<file path="src/rtl/alu_pkg.sv">
// alu_pkg: opcodes, default widths, legal-opcode check and FSM state encoding for the salu sequencer.
package alu_pkg;
    localparam int DATA_WIDTH = 16;
    localparam int CMD_WIDTH = 3;
    localparam logic [CMD_WIDTH-1:0] ALU_ADD = 3'b000;
    localparam logic [CMD_WIDTH-1:0] ALU_SUB = 3'b001;
    localparam logic [CMD_WIDTH-1:0] ALU_XOR = 3'b010;
    localparam logic [CMD_WIDTH-1:0] ALU_AND = 3'b011;
    localparam logic [CMD_WIDTH-1:0] ALU_OR  = 3'b100;
    typedef enum logic [2:0] {IDLE, ISSUE, HOLD, CAPT, RESP} state_t;
    function automatic logic is_legal(input logic [CMD_WIDTH-1:0] cmd);
        return cmd <= ALU_OR;
    endfunction
endpackage

</file>
<file path="src/rtl/alu_ref_model.sv">
// alu_ref_model: combinational golden model of salu (modulo add/sub, bitwise logic ops).
module alu_ref_model
    import alu_pkg::*;
#(
    parameter int data_width = DATA_WIDTH,
    parameter int cmd_width = CMD_WIDTH
) (
    input  logic [cmd_width-1:0]  cmd,
    input  logic [data_width-1:0] a,
    input  logic [data_width-1:0] b,
    output logic [data_width-1:0] expected
);
    always_comb begin
        expected = '0;
        case (cmd)
            ALU_ADD: expected = a + b;
            ALU_SUB: expected = a - b;
            ALU_XOR: expected = a ^ b;
            ALU_AND: expected = a & b;
            ALU_OR:  expected = a | b;
            default: expected = '0;
        endcase
    end
endmodule

</file>
<file path="src/rtl/alu_cmd_sequencer.sv">
// alu_cmd_sequencer: drives one salu through its 2-edge latency, checks outr against a reference
// model and returns the result on a valid/ready response port.
module alu_cmd_sequencer
    import alu_pkg::*;
#(
    parameter int data_width = DATA_WIDTH,
    parameter int cmd_width = CMD_WIDTH
) (
    input  logic                  clk,
    input  logic                  rst_n,
    input  logic                  req_valid,
    output logic                  req_ready,
    input  logic [cmd_width-1:0]  req_cmd,
    input  logic [data_width-1:0] req_a,
    input  logic [data_width-1:0] req_b,
    output logic                  rsp_valid,
    input  logic                  rsp_ready,
    output logic [data_width-1:0] rsp_data,
    output logic                  rsp_err,
    output logic                  rsp_mismatch,
    output logic [cmd_width-1:0]  alu_cmd,
    output logic [data_width-1:0] alu_ain,
    output logic [data_width-1:0] alu_bin,
    input  logic [data_width-1:0] alu_outr,
    output logic                  busy,
    output logic [15:0]           txn_count
);
    state_t state;
    logic [data_width-1:0] expected;

    // The held alu_* registers double as the latched request for the reference model.
    alu_ref_model #(.data_width(data_width), .cmd_width(cmd_width)) u_ref (
        .cmd(alu_cmd),
        .a(alu_ain),
        .b(alu_bin),
        .expected(expected)
    );

    always_ff @(posedge clk or negedge rst_n) begin
        if (!rst_n) begin
            state <= IDLE;
            req_ready <= 1'b0;
            rsp_valid <= 1'b0;
            rsp_data <= '0;
            rsp_err <= 1'b0;
            rsp_mismatch <= 1'b0;
            alu_cmd <= '0;
            alu_ain <= '0;
            alu_bin <= '0;
            busy <= 1'b0;
            txn_count <= '0;
        end else begin
            case (state)
                IDLE: begin
                    req_ready <= 1'b1;
                    if (req_valid && req_ready) begin
                        req_ready <= 1'b0;
                        busy <= 1'b1;
                        if (is_legal(req_cmd)) begin
                            alu_cmd <= req_cmd;
                            alu_ain <= req_a;
                            alu_bin <= req_b;
                            state <= ISSUE;
                        end else begin
                            rsp_valid <= 1'b1;
                            rsp_err <= 1'b1;
                            rsp_data <= '0;
                            rsp_mismatch <= 1'b0;
                            state <= RESP;
                        end
                    end
                end
                ISSUE: state <= HOLD;
                // alu_cmd stays untouched here: salu decodes the live cmd on the next edge.
                HOLD: state <= CAPT;
                CAPT: begin
                    rsp_data <= alu_outr;
                    rsp_mismatch <= alu_outr != expected;
                    rsp_err <= 1'b0;
                    rsp_valid <= 1'b1;
                    state <= RESP;
                end
                RESP: begin
                    if (rsp_ready) begin
                        rsp_valid <= 1'b0;
                        txn_count <= txn_count + 16'd1;
                        busy <= 1'b0;
                        req_ready <= 1'b1;
                        state <= IDLE;
                    end
                end
                default: state <= IDLE;
            endcase
        end
    end
endmodule

</file>
<file path="config.mk">
export PLATFORM = sky130hd
export DESIGN_NAME = alu_cmd_sequencer
export DESIGN_NICKNAME = d
export VERILOG_FILES = /design/src/rtl/alu_pkg.sv /design/src/rtl/alu_ref_model.sv /design/src/rtl/alu_cmd_sequencer.sv
export SDC_FILE = /design/constraint.sdc
export NUM_CORES = 1
export LEC_CHECK = 0
export ABC_AREA = 1
export BUFFER_PORTS_ARGS = -buffer_cell sky130_fd_sc_hd__buf_2
export CORE_UTILIZATION = 38
export DETAILED_ROUTE_END_ITERATION = 16
export GPL_ROUTABILITY_DRIVEN = 0
export GPL_TIMING_DRIVEN = 0
export SETUP_SLACK_MARGIN = 0.1
export SYNTH_ARGS = -nofsm -noshare
export SYNTH_HDL_FRONTEND = slang
export SYNTH_SLANG_ARGS = --single-unit
</file>
<file path="constraint.sdc">
create_clock -name clk -period 4.9 [get_ports clk]
set_clock_uncertainty 0.1 [all_clocks]
set_input_delay 0.735 -clock clk [delete_from_list [all_inputs] [get_ports clk]]
set_output_delay 0.735 -clock clk [all_outputs]
set_load 0.01 [all_outputs]
</file>
==> results by group <==
Run status
  – Status: complete, no violations

Floorplanning
  – Die area: 0.01477 mm²
  – Io pins: 127
  – Die extent in x: 121.5 µm
  – CORE AREA: 0.01393 mm²
  – Row cnt: 43
  – Initial Util: 0.3896
  – Die H: 121.5 µm

Clocking
  – CTS tree: done
  – CTS resizes: 0
  – Total CTS buffers: 9
  – Maximum root-to-sink buffer count: 2
  – Worst-Skew Late Latency: 0.35 ns
  – Clk root buf: clkbuf_16
  – CTS H-Tree Depth: 3
  – CTS sink cnt: 75
  – Worst-path clk slew: 0.07 ns
  – Post-CTS setup buffer count: 0
  – Hold-fix buffers at CTS: 0

Routing
  – Initial DRC count: 238
  – Wire length on met1: 7353 µm
  – Top sig layer: met4
  – Drt drc: 0
  – Detailed Route WL: 15570 µm
  – Vias: 5133
  – Routed Antenna Nets: 0
  – Via density: 4.784
  – DR WL met3: 699 µm
  – Met2 wire length: 7188 µm
  – DRT Pass-1 Iters: 5
  – WL/cell: 14.51 µm

Worst setup path
  – Worst setup path category: register to register
  – Crit path required time: 5.04 ns
  – WP data arrival: 4.07 ns
  – Cells on worst reg2reg path: 27
  – CP max FO: 5
  – Startpoint Class: register
  – Worst Setup End Kind: register

Synth
  – Synth Instances: 750
  – Seq/Total Area, Yosys: 0.3457
  – Yosys cell types: 39
  – Number of synthesis warnings: 0
  – FF+latch count, synth: 75
  – Mean Syn Cell Area: 7.239 µm²
  – Synth Net Count: 855
  – Syn Std Cell Area: 0.005429 mm²

Timing
  – Worst slew pin tran: 0.7524 ns
  – Setup violators final: 0
  – Final Max Tran Viols: 0
  – Final setup TNS: 0 ns
  – Final hold vios: 0
  – RSZ-0062 raised after global routing: false
  – Final period demand of the worst path: 3.935 ns
  – Max Clk Rate: 254.1 MHz
  – Fin crit share: 0.8030
  – Headroom to the max-slew limit: 0.4984

GRT
  – Global-route wire length before repair: 25380 µm
  – Maximum number of pins on one net before global-route repair: 62
  – Initial antenna violation count: 0
  – Vias in the first global route: 5117
  – GRT Util Overall: 0.2270
  – Total congestion overflow: 0

Layout
  – Area growth from synthesis to layout: 22.06%
  – Number of diodes: 0
  – Fin cells: 1073
  – Nets: 993
  – Layout cells sized above 1: 0.1904

Pwr
  – Pleak: 3.842 nW
  – Power per cell area: 757.1 mW/mm²
  – Peak supply drop: 0.0002769 V

Hold path
  – Min-Delay Path Class: input port to async pin

Placed design
  – # port buffers: 126
  – DP Cell Count: 1057
  – Post-DP HPWL: 12240 µm

Flow run
  – Max Cap Viol: 0
[registers in the layout, indices dropped and copies added (netlist names)]
name and flops:
rsp_err 1, req_ready 1, alu_bin 16, busy 1, rsp_data 16, alu_cmd 3
state 3, txn_count 16, rsp_valid 1, alu_ain 16, rsp_mismatch 1
[cells in the mapped netlist (all sizes together)]
library cell    n  area [µm²]
a2111oi         1       8.760
a211oi          1       7.510
a21oi          47       235.2
a221oi          7       61.31
a22o            2       17.52
a31oi           1       6.260
and2            1       6.260
and3            1       6.260
buf             5       25.02
clkbuf          9       33.78
clkinv          1       3.750
dfrtp          75        1877
fa              1       20.02
ha             49       613.1
inv           130       493.0
nand2         198       760.7
nand3          50       265.3
nand3b          4       30.03
nand4           5       46.29
nor2           84       340.3
nor3            6       41.29
nor3b           1       7.510
nor4            1       12.51
o21ai          25       125.1
o21ba           1       10.01
o31ai           4       30.03
or2             6       40.04
xnor2           8       77.58
xor2           26       227.7
[path summary, 6_finish.rpt]
kind | startpoint | end | slack [ns]
max in group asynchronous | rst_n | rsp_data[1] | 3.97
hold / removal | rst_n | alu_bin[7] | 0.14
min in group clk | rsp_data[6] | rsp_data[6] | 0.36
hold reg to reg | rsp_data[6] | rsp_data[6] | 0.36
setup reg to reg | alu_bin[0] | rsp_mismatch | 0.97
setup / recovery | alu_bin[0] | rsp_mismatch | 0.97
[through the flow]
step | setup slack [ns] | power, mW | instance area, µm² | util | hold WS [ns]
after floorplan | 1.669 | 3.394 | 5429 | - | 0.3383
after global placement | 1.028 | 4.265 | 6285 | 0.4510 | 0.3534
after detailed placement | 1.044 | 4.298 | 6315 | 0.4532 | 0.3543
after CTS | 0.9803 | 5.035 | 6626 | 0.4755 | 0.1389
after global routing | 0.4693 | 5.628 | 6626 | 0.4755 | 0.1485
final | 0.9653 | 5.017 | 6626 | 0.4755 | 0.1417
[routing by layer]
layer / track usage / up-vias
met2: 0.3647 / 108
met4: 0.08565 / 0
met1: 0.2996 / 2373
met5: 0 / -
li1: - / 2630
met3: 0.04558 / 22
[logic make-up after synthesis]
kind of cell    Yosys count  synth area share
xor+xnor                 34           0.05624
fa+ha+maj                50            0.1166
simple gates            357            0.2867
flops                    75            0.3457
compound gates           89           0.09242
buf+inv                 145            0.1023
[power breakdown]
group	internal (mW)	switching, mW	total, mW
clock	0.415	0.295	0.709
combinational	1.19	2.03	3.22
sequential	0.832	0.254	1.09
total	2.44	2.58	5.02
[cells in the final DEF (no fill, tap or decap), types with 25 or more instances in the layout]
cell type  instances
ha_1              49
nand3_1           47
buf_2            130
dfrtp_1           75
xor2_1            26
a21oi_1           47
nor2_1            80
inv_1            129
nand2_1          195
o21ai_0           25
[final cells by class]
cell class / instances / area [µm²]
fillers: 1457 / 7308
clock inverters: 6 / 72.57
repair buffers: 127 / 660.6
flip-flops and latches: 75 / 1877
multi-input cells: 530 / 2997
inverters: 131 / 496.7
clock buffers: 10 / 239.0
well taps: 180 / 225.2
plain buffers: 14 / 58.81
[critical path, cell delays in order, from the launching register on]
cell     delay [ns]
dfrtp_1        0.41
inv_1          0.15
ha_1           0.17
inv_1          0.05
nor3_1         0.19
nand3_1        0.15
nor3_1         0.28
nand3_1        0.22
o31ai_1        0.29
xor2_1         0.11
ha_1           0.37
nand2_1        0.13
nor2_1         0.17
inv_1          0.06
nor2_1         0.08
nand2_1        0.08
nand2_1        0.08
nand2_1        0.05
nand3_1        0.09
nand2_1        0.07
nand2_1        0.07
nand2_1        0.04
inv_1          0.04
nand2_1        0.05
nor2_1         0.11
nand3_1        0.08
nand2_1        0.06
nand2_1        0.05
(Power assumes the default switching activity.)
